--- src/rtl/new_cache_control_pkg.sv ---
// Shared types for the 2-way, 8-set cache controller: FSM state encoding and
// data-array write-enable select codes.
package new_cache_types;

    typedef enum logic [1:0] {
        S_IDLE      = 2'd0,
        S_CHECK     = 2'd1,
        S_WRITEBACK = 2'd2,
        S_FETCH     = 2'd3
    } state_e;

    localparam logic [1:0] WREN_NONE = 2'b00;
    localparam logic [1:0] WREN_ALL  = 2'b01;
    localparam logic [1:0] WREN_BYTE = 2'b10;

endpackage

--- src/rtl/new_cache_control_if.sv ---
// Control/status bundle between the cache controller, the CPU side, the
// cacheline adapter and the cache datapath.
interface new_cache_control_if;
    logic       mem_read;
    logic       mem_write;
    logic       mem_resp;
    logic       pmem_read;
    logic       pmem_write;
    logic       pmem_resp;
    logic       miss;
    logic       dirty_out;
    logic       way;
    logic       data_in_sel;
    logic       pmem_addr_sel;
    logic [1:0] wr_en_data_0_sel;
    logic [1:0] wr_en_data_1_sel;
    logic       dirty_in;
    logic       valid_in;
    logic       ld_dirty_0;
    logic       ld_dirty_1;
    logic       ld_valid_0;
    logic       ld_valid_1;
    logic       ld_tag_0;
    logic       ld_tag_1;
    logic       ld_lru;

    // Controller side
    modport master (
        input  mem_read, mem_write, pmem_resp, miss, dirty_out, way,
        output mem_resp, pmem_read, pmem_write, data_in_sel, pmem_addr_sel,
               wr_en_data_0_sel, wr_en_data_1_sel, dirty_in, valid_in,
               ld_dirty_0, ld_dirty_1, ld_valid_0, ld_valid_1,
               ld_tag_0, ld_tag_1, ld_lru
    );

    // Environment side (CPU, adapter, datapath)
    modport slave (
        output mem_read, mem_write, pmem_resp, miss, dirty_out, way,
        input  mem_resp, pmem_read, pmem_write, data_in_sel, pmem_addr_sel,
               wr_en_data_0_sel, wr_en_data_1_sel, dirty_in, valid_in,
               ld_dirty_0, ld_dirty_1, ld_valid_0, ld_valid_1,
               ld_tag_0, ld_tag_1, ld_lru
    );
endinterface

--- src/rtl/new_cache_control.sv ---
// Cache controller FSM: hit service, dirty-line writeback and line fill for a
// 2-way, 8-set, 32-byte-line cache. Outputs are forced low while rst is high.
module new_cache_control
    import new_cache_types::*;
(
    input  logic                clk,
    input  logic                rst,
    new_cache_control_if.master bus
);

    state_e          state_q;
    state_e          state_d;
    logic            req;
    logic [1:0][1:0] wr_sel_v;
    logic [1:0]      ld_dirty_v;
    logic [1:0]      ld_valid_v;
    logic [1:0]      ld_tag_v;

    // A simultaneous read and write is serviced as a write.
    assign req = bus.mem_read | bus.mem_write;

    always_ff @(posedge clk) begin
        if (rst) begin
            state_q <= S_IDLE;
        end else begin
            state_q <= state_d;
        end
    end

    always_comb begin : next_state
        state_d = state_q;
        case (state_q)
            S_IDLE: begin
                if (req) state_d = S_CHECK;
            end
            S_CHECK: begin
                if (!req || !bus.miss) state_d = S_IDLE;
                else if (bus.dirty_out) state_d = S_WRITEBACK;
                else state_d = S_FETCH;
            end
            S_WRITEBACK: begin
                if (bus.pmem_resp) state_d = S_FETCH;
            end
            S_FETCH: begin
                if (bus.pmem_resp) state_d = S_CHECK;
            end
            default: state_d = S_IDLE;
        endcase
    end

    always_comb begin : outputs
        bus.mem_resp      = 1'b0;
        bus.pmem_read     = 1'b0;
        bus.pmem_write    = 1'b0;
        bus.data_in_sel   = 1'b0;
        bus.pmem_addr_sel = 1'b0;
        bus.dirty_in      = 1'b0;
        bus.valid_in      = 1'b0;
        bus.ld_lru        = 1'b0;
        wr_sel_v          = {WREN_NONE, WREN_NONE};
        ld_dirty_v        = 2'b00;
        ld_valid_v        = 2'b00;
        ld_tag_v          = 2'b00;
        if (!rst) begin
            case (state_q)
                S_CHECK: begin
                    if (req && !bus.miss) begin
                        bus.mem_resp = 1'b1;
                        bus.ld_lru   = 1'b1;
                        if (bus.mem_write) begin
                            bus.data_in_sel     = 1'b1;
                            bus.dirty_in        = 1'b1;
                            wr_sel_v[bus.way]   = WREN_BYTE;
                            ld_dirty_v[bus.way] = 1'b1;
                        end
                    end
                end
                S_WRITEBACK: begin
                    bus.pmem_write = 1'b1;
                    if (bus.pmem_resp) ld_dirty_v[bus.way] = 1'b1;
                end
                S_FETCH: begin
                    bus.pmem_read     = 1'b1;
                    bus.pmem_addr_sel = 1'b1;
                    // The filled line arrives clean and valid in the victim way.
                    if (bus.pmem_resp) begin
                        bus.valid_in        = 1'b1;
                        wr_sel_v[bus.way]   = WREN_ALL;
                        ld_tag_v[bus.way]   = 1'b1;
                        ld_valid_v[bus.way] = 1'b1;
                        ld_dirty_v[bus.way] = 1'b1;
                    end
                end
                default: ;
            endcase
        end
    end

    assign bus.wr_en_data_0_sel = wr_sel_v[0];
    assign bus.wr_en_data_1_sel = wr_sel_v[1];
    assign bus.ld_dirty_0       = ld_dirty_v[0];
    assign bus.ld_dirty_1       = ld_dirty_v[1];
    assign bus.ld_valid_0       = ld_valid_v[0];
    assign bus.ld_valid_1       = ld_valid_v[1];
    assign bus.ld_tag_0         = ld_tag_v[0];
    assign bus.ld_tag_1         = ld_tag_v[1];

endmodule

--- src/flat_wrapper.sv ---
// flat-port wrapper written by rule: the top's interface ports become plain ports
module new_cache_control_flat import new_cache_types::*;
  (clk, rst, bus_mem_read, bus_mem_write, bus_pmem_resp, bus_miss, bus_dirty_out, bus_way, bus_mem_resp, bus_pmem_read, bus_pmem_write, bus_data_in_sel, bus_pmem_addr_sel, bus_wr_en_data_0_sel, bus_wr_en_data_1_sel, bus_dirty_in, bus_valid_in, bus_ld_dirty_0, bus_ld_dirty_1, bus_ld_valid_0, bus_ld_valid_1, bus_ld_tag_0, bus_ld_tag_1, bus_ld_lru);
  new_cache_control_if bus_i ();
  input  logic clk;
  input  logic rst;
  input wire logic [$bits(bus_i.mem_read)-1:0] bus_mem_read;
  input wire logic [$bits(bus_i.mem_write)-1:0] bus_mem_write;
  input wire logic [$bits(bus_i.pmem_resp)-1:0] bus_pmem_resp;
  input wire logic [$bits(bus_i.miss)-1:0] bus_miss;
  input wire logic [$bits(bus_i.dirty_out)-1:0] bus_dirty_out;
  input wire logic [$bits(bus_i.way)-1:0] bus_way;
  output wire logic [$bits(bus_i.mem_resp)-1:0] bus_mem_resp;
  output wire logic [$bits(bus_i.pmem_read)-1:0] bus_pmem_read;
  output wire logic [$bits(bus_i.pmem_write)-1:0] bus_pmem_write;
  output wire logic [$bits(bus_i.data_in_sel)-1:0] bus_data_in_sel;
  output wire logic [$bits(bus_i.pmem_addr_sel)-1:0] bus_pmem_addr_sel;
  output wire logic [$bits(bus_i.wr_en_data_0_sel)-1:0] bus_wr_en_data_0_sel;
  output wire logic [$bits(bus_i.wr_en_data_1_sel)-1:0] bus_wr_en_data_1_sel;
  output wire logic [$bits(bus_i.dirty_in)-1:0] bus_dirty_in;
  output wire logic [$bits(bus_i.valid_in)-1:0] bus_valid_in;
  output wire logic [$bits(bus_i.ld_dirty_0)-1:0] bus_ld_dirty_0;
  output wire logic [$bits(bus_i.ld_dirty_1)-1:0] bus_ld_dirty_1;
  output wire logic [$bits(bus_i.ld_valid_0)-1:0] bus_ld_valid_0;
  output wire logic [$bits(bus_i.ld_valid_1)-1:0] bus_ld_valid_1;
  output wire logic [$bits(bus_i.ld_tag_0)-1:0] bus_ld_tag_0;
  output wire logic [$bits(bus_i.ld_tag_1)-1:0] bus_ld_tag_1;
  output wire logic [$bits(bus_i.ld_lru)-1:0] bus_ld_lru;
  assign bus_i.mem_read = bus_mem_read;
  assign bus_i.mem_write = bus_mem_write;
  assign bus_i.pmem_resp = bus_pmem_resp;
  assign bus_i.miss = bus_miss;
  assign bus_i.dirty_out = bus_dirty_out;
  assign bus_i.way = bus_way;
  assign bus_mem_resp = bus_i.mem_resp;
  assign bus_pmem_read = bus_i.pmem_read;
  assign bus_pmem_write = bus_i.pmem_write;
  assign bus_data_in_sel = bus_i.data_in_sel;
  assign bus_pmem_addr_sel = bus_i.pmem_addr_sel;
  assign bus_wr_en_data_0_sel = bus_i.wr_en_data_0_sel;
  assign bus_wr_en_data_1_sel = bus_i.wr_en_data_1_sel;
  assign bus_dirty_in = bus_i.dirty_in;
  assign bus_valid_in = bus_i.valid_in;
  assign bus_ld_dirty_0 = bus_i.ld_dirty_0;
  assign bus_ld_dirty_1 = bus_i.ld_dirty_1;
  assign bus_ld_valid_0 = bus_i.ld_valid_0;
  assign bus_ld_valid_1 = bus_i.ld_valid_1;
  assign bus_ld_tag_0 = bus_i.ld_tag_0;
  assign bus_ld_tag_1 = bus_i.ld_tag_1;
  assign bus_ld_lru = bus_i.ld_lru;
  new_cache_control u_core (.clk(clk), .rst(rst), .bus(bus_i));
endmodule
--- config.mk ---
export PLATFORM = sky130hd
export DESIGN_NAME = new_cache_control_flat
export DESIGN_NICKNAME = d
export VERILOG_FILES = /design/src/rtl/new_cache_control_pkg.sv /design/src/rtl/new_cache_control_if.sv /design/src/rtl/new_cache_control.sv /design/src/flat_wrapper.sv
export SDC_FILE = /design/constraint.sdc
export NUM_CORES = 1
export LEC_CHECK = 0
export ABC_AREA = 0
export CAP_MARGIN = 20
export CORE_AREA = 2 2 39 41
export DETAILED_ROUTE_END_ITERATION = 12
export DIE_AREA = 0 0 41 43
export PLACE_DENSITY = 0.7
export SLEW_MARGIN = 30
export SYNTH_ARGS = -nofsm -noshare
export SYNTH_HDL_FRONTEND = slang
export SYNTH_SLANG_ARGS = --single-unit
--- constraint.sdc ---
create_clock -name clk -period 1.55 [get_ports clk]
set_input_delay 0.2325 -clock clk [delete_from_list [all_inputs] [get_ports clk]]
set_output_delay 0.2325 -clock clk [all_outputs]
set_load 0.02 [all_outputs]
==> flow_summary.toml <==
[worst_setup_path]
critPathCaptureType = "primary output"
max_stage_delay_ns = 0.36
worstPathRequired_ns = 1.32
path_class = "reg -> out"
cp_num_buf_inv = 2
cp_max_fo = 4
cp_top_family = "flip-flops"
cp.arrival_ns = 1.45
crit_slowest_cell = "dfxtp_4"
cp_cell_sequence = "inv_4 > ha_4 > nand3b_1 > a2111oi_2 > buf_2"
start_kind = "flop"

[finish]
nets = 102
largestRegisters = "u_core.state_q (2)"
area_growth_pct = 157
largest-register = "u_core.state_q"
largest_register_ffs = 2
stdcell_area_um2 = 893
drive_above_1_share = 0.736
n_antenna_cell = 0

[power_and_ir_drop]
p_sw_frac = 0.330
switchingPower_mw = 0.116
peakVddDrop_v = 0.000353
powerDensity_nw_per_um2 = 394
p_total_mw = 0.352
combPwrFrac = 0.482
p_int_mw = 0.236
pwr-share-clk = 0.322
p_leak_nw = 0.425
p_seq_frac = 0.196

[outcome]
outcome = "finished with violations"
failed_checks = "negative setup slack"

[logic_synthesis]
synth.cell_area_um2 = 348
synth_edf_count = 0
synth_largest_area_cell = "ha_1"
avgSynthCellArea_um2 = 7.73
synth_nets = 58
async_flop_share = 0
ys_seq_area_frac = 0.115
synth_area_leaders = "ha_1 (18%), dfxtp_1 (12%), buf_4 (11%), inv_1 (5.4%), nor2_1 (5.4%)"
yosysWarnings = 0
synth_common_cells = "buf_4 (5), ha_1 (5), inv_1 (5), nor2_1 (5), nor2b_1 (3)"
netlist-cell-type-count = 23
synth_top_area_frac = 0.180
synth_top_flop_cell = "dfxtp_1"
synth-seq-cells = 2
netlist_instances = 45

[clocking]
cts_tree = "built"
ctsHoldBuffers = 0
cts-htree-levels = 1
cts_buffers = 3
clock_latency_ns = 0.22
clkTransAtPathRegs_ns = 0.03
clock_path_buffers = 2
cts-root-buf = "clkbuf_4"
cts.sink_count = 2

[sta]
finalWorstSetupSlack_ns = -0.135
slew_violations = 0
setup_viol_count_final = 13
slew-limit-headroom = 0.829
worstMarginPinSlew_ns = 0.256
timing.final.crit_period_ns = 1.68
max_freq_mhz = 594
final_hold_viol_count = 0
rsz0062_at_grt = "yes"
skew_ns = 0.000122
period_share = 1.09

[placed_design]
place_area_um2 = 741
io_buffers = 25
hpwlAfterDp_um = 933
globalplace.congestion = 0.799

[floorplan]
fp-row-count = 14
io_pins = 26
die_h_um = 43
chipWidth_um = 41
initial_utilization = 0.251
core-area_um2 = 1380
die_area_um2 = 1760

[route]
num_vias = 465
ant_nets = 0
wl_um = 1250
wl_per_cell_um = 12.1
drt_iter0_drc = 5
dr.pass1.iters = 4
via_per_inst = 4.51
drc = 0

[grt]
grt_antenna_before_repair = 0
grt_max_degree = 6
grtUsageTotal = 0.138
grt_overflow = 0
first_global_vias = 458
grt_pass1_wl_um = 1730

[worst_hold_path]
hp-class = "in -> reg"

[run]
cap_violations = 0
==> repair_timing <==
item                       in CTS  in global routing
resized for setup             109                 25
setup endpoints to repair      18                 17
pin swaps                       6                  4
setup buffers                   1                  2
==> power by group through the flow <==
stage	registers, mW	clock network (mW)	logic [mW]
after floorplan	0.0611	0	0.0703
after global placement	0.0629	0	0.147
after detailed placement	0.0627	0	0.151
after CTS	0.0669	0.124	0.152
after global routing	0.0701	0.120	0.182
final	0.0691	0.113	0.170
==> stage by stage <==
step           TNS, ns  instances  hold slack [ns]   util  worst slack (ns)
6_report        -0.902        103            0.516  0.646            -0.135
5_1_grt          -1.72        103            0.550  0.646            -0.205
4_1_cts         -0.690        101            0.539  0.572            -0.163
3_5_place_dp     -8.86         97            0.523  0.535            -0.562
3_3_place_gp     -8.57         97            0.521  0.535            -0.527
2_1_floorplan   -0.165         45            0.300      -           -0.0493
==> worst register-to-register path, cell delays in order, from the launching register on <==
cell and delay (ns):
dfxtp_4 0.39, inv_4 0.05, ha_4 0.17, buf_4 0.12, buf_4 0.13, o21bai_1 0.22, a21oi_1 0.11, a311oi_2 0.24
==> final timing paths <==
path	from	endpoint	slack [ns]	cells past startpoint
max reg2reg	u_core.state_q[0]	u_core.state_q[0]	0.03	7
max	u_core.state_q[1]	bus_ld_dirty_0	-0.13	5
min reg2reg	u_core.state_q[1]	u_core.state_q[1]	0.55	2
min	rst	u_core.state_q[0]	0.52	4
==> cell usage in the layout, fill, tap and decap left out, drive strengths merged, types with 2 or more instances in the layout <==
master	n
o21ai	2
clkdlybuf4s50	4
nand2	2
clkbuf	3
dfxtp	2
nor2	5
inv	5
ha	5
and2	3
nor2b	3
buf	37
dlymetal6s2s	2
a2111oi	2
==> kinds of logic (layout without fill, tap and decap cells) <==
kind of cell | count (synthesis) | count (layout) | synth area share
simple gates | 19 | 19 | 0.338
buf+inv | 10 | 52 | 0.162
compound gates | 9 | 9 | 0.205
fa+ha+maj | 5 | 5 | 0.180
flops | 2 | 2 | 0.115
==> per-layer routing <==
metal	GRT usage	wire (um)
met5	0	0
met2	0.238	704
met4	0.0800	0
met3	0.0157	97
met1	0.150	443
==> final cells by class <==
| type | instances | area (um2) |
|---|---|---|
| clock buffers | 3 | 22.5 |
| fillers | 114 | 490 |
| inverters | 5 | 23.8 |
| multi-input cells | 33 | 385 |
| flip-flops and latches | 2 | 47.5 |
| well taps | 16 | 20.0 |
| repair buffers | 44 | 394 |
Note: power is estimated with default switching activity, not from simulation.
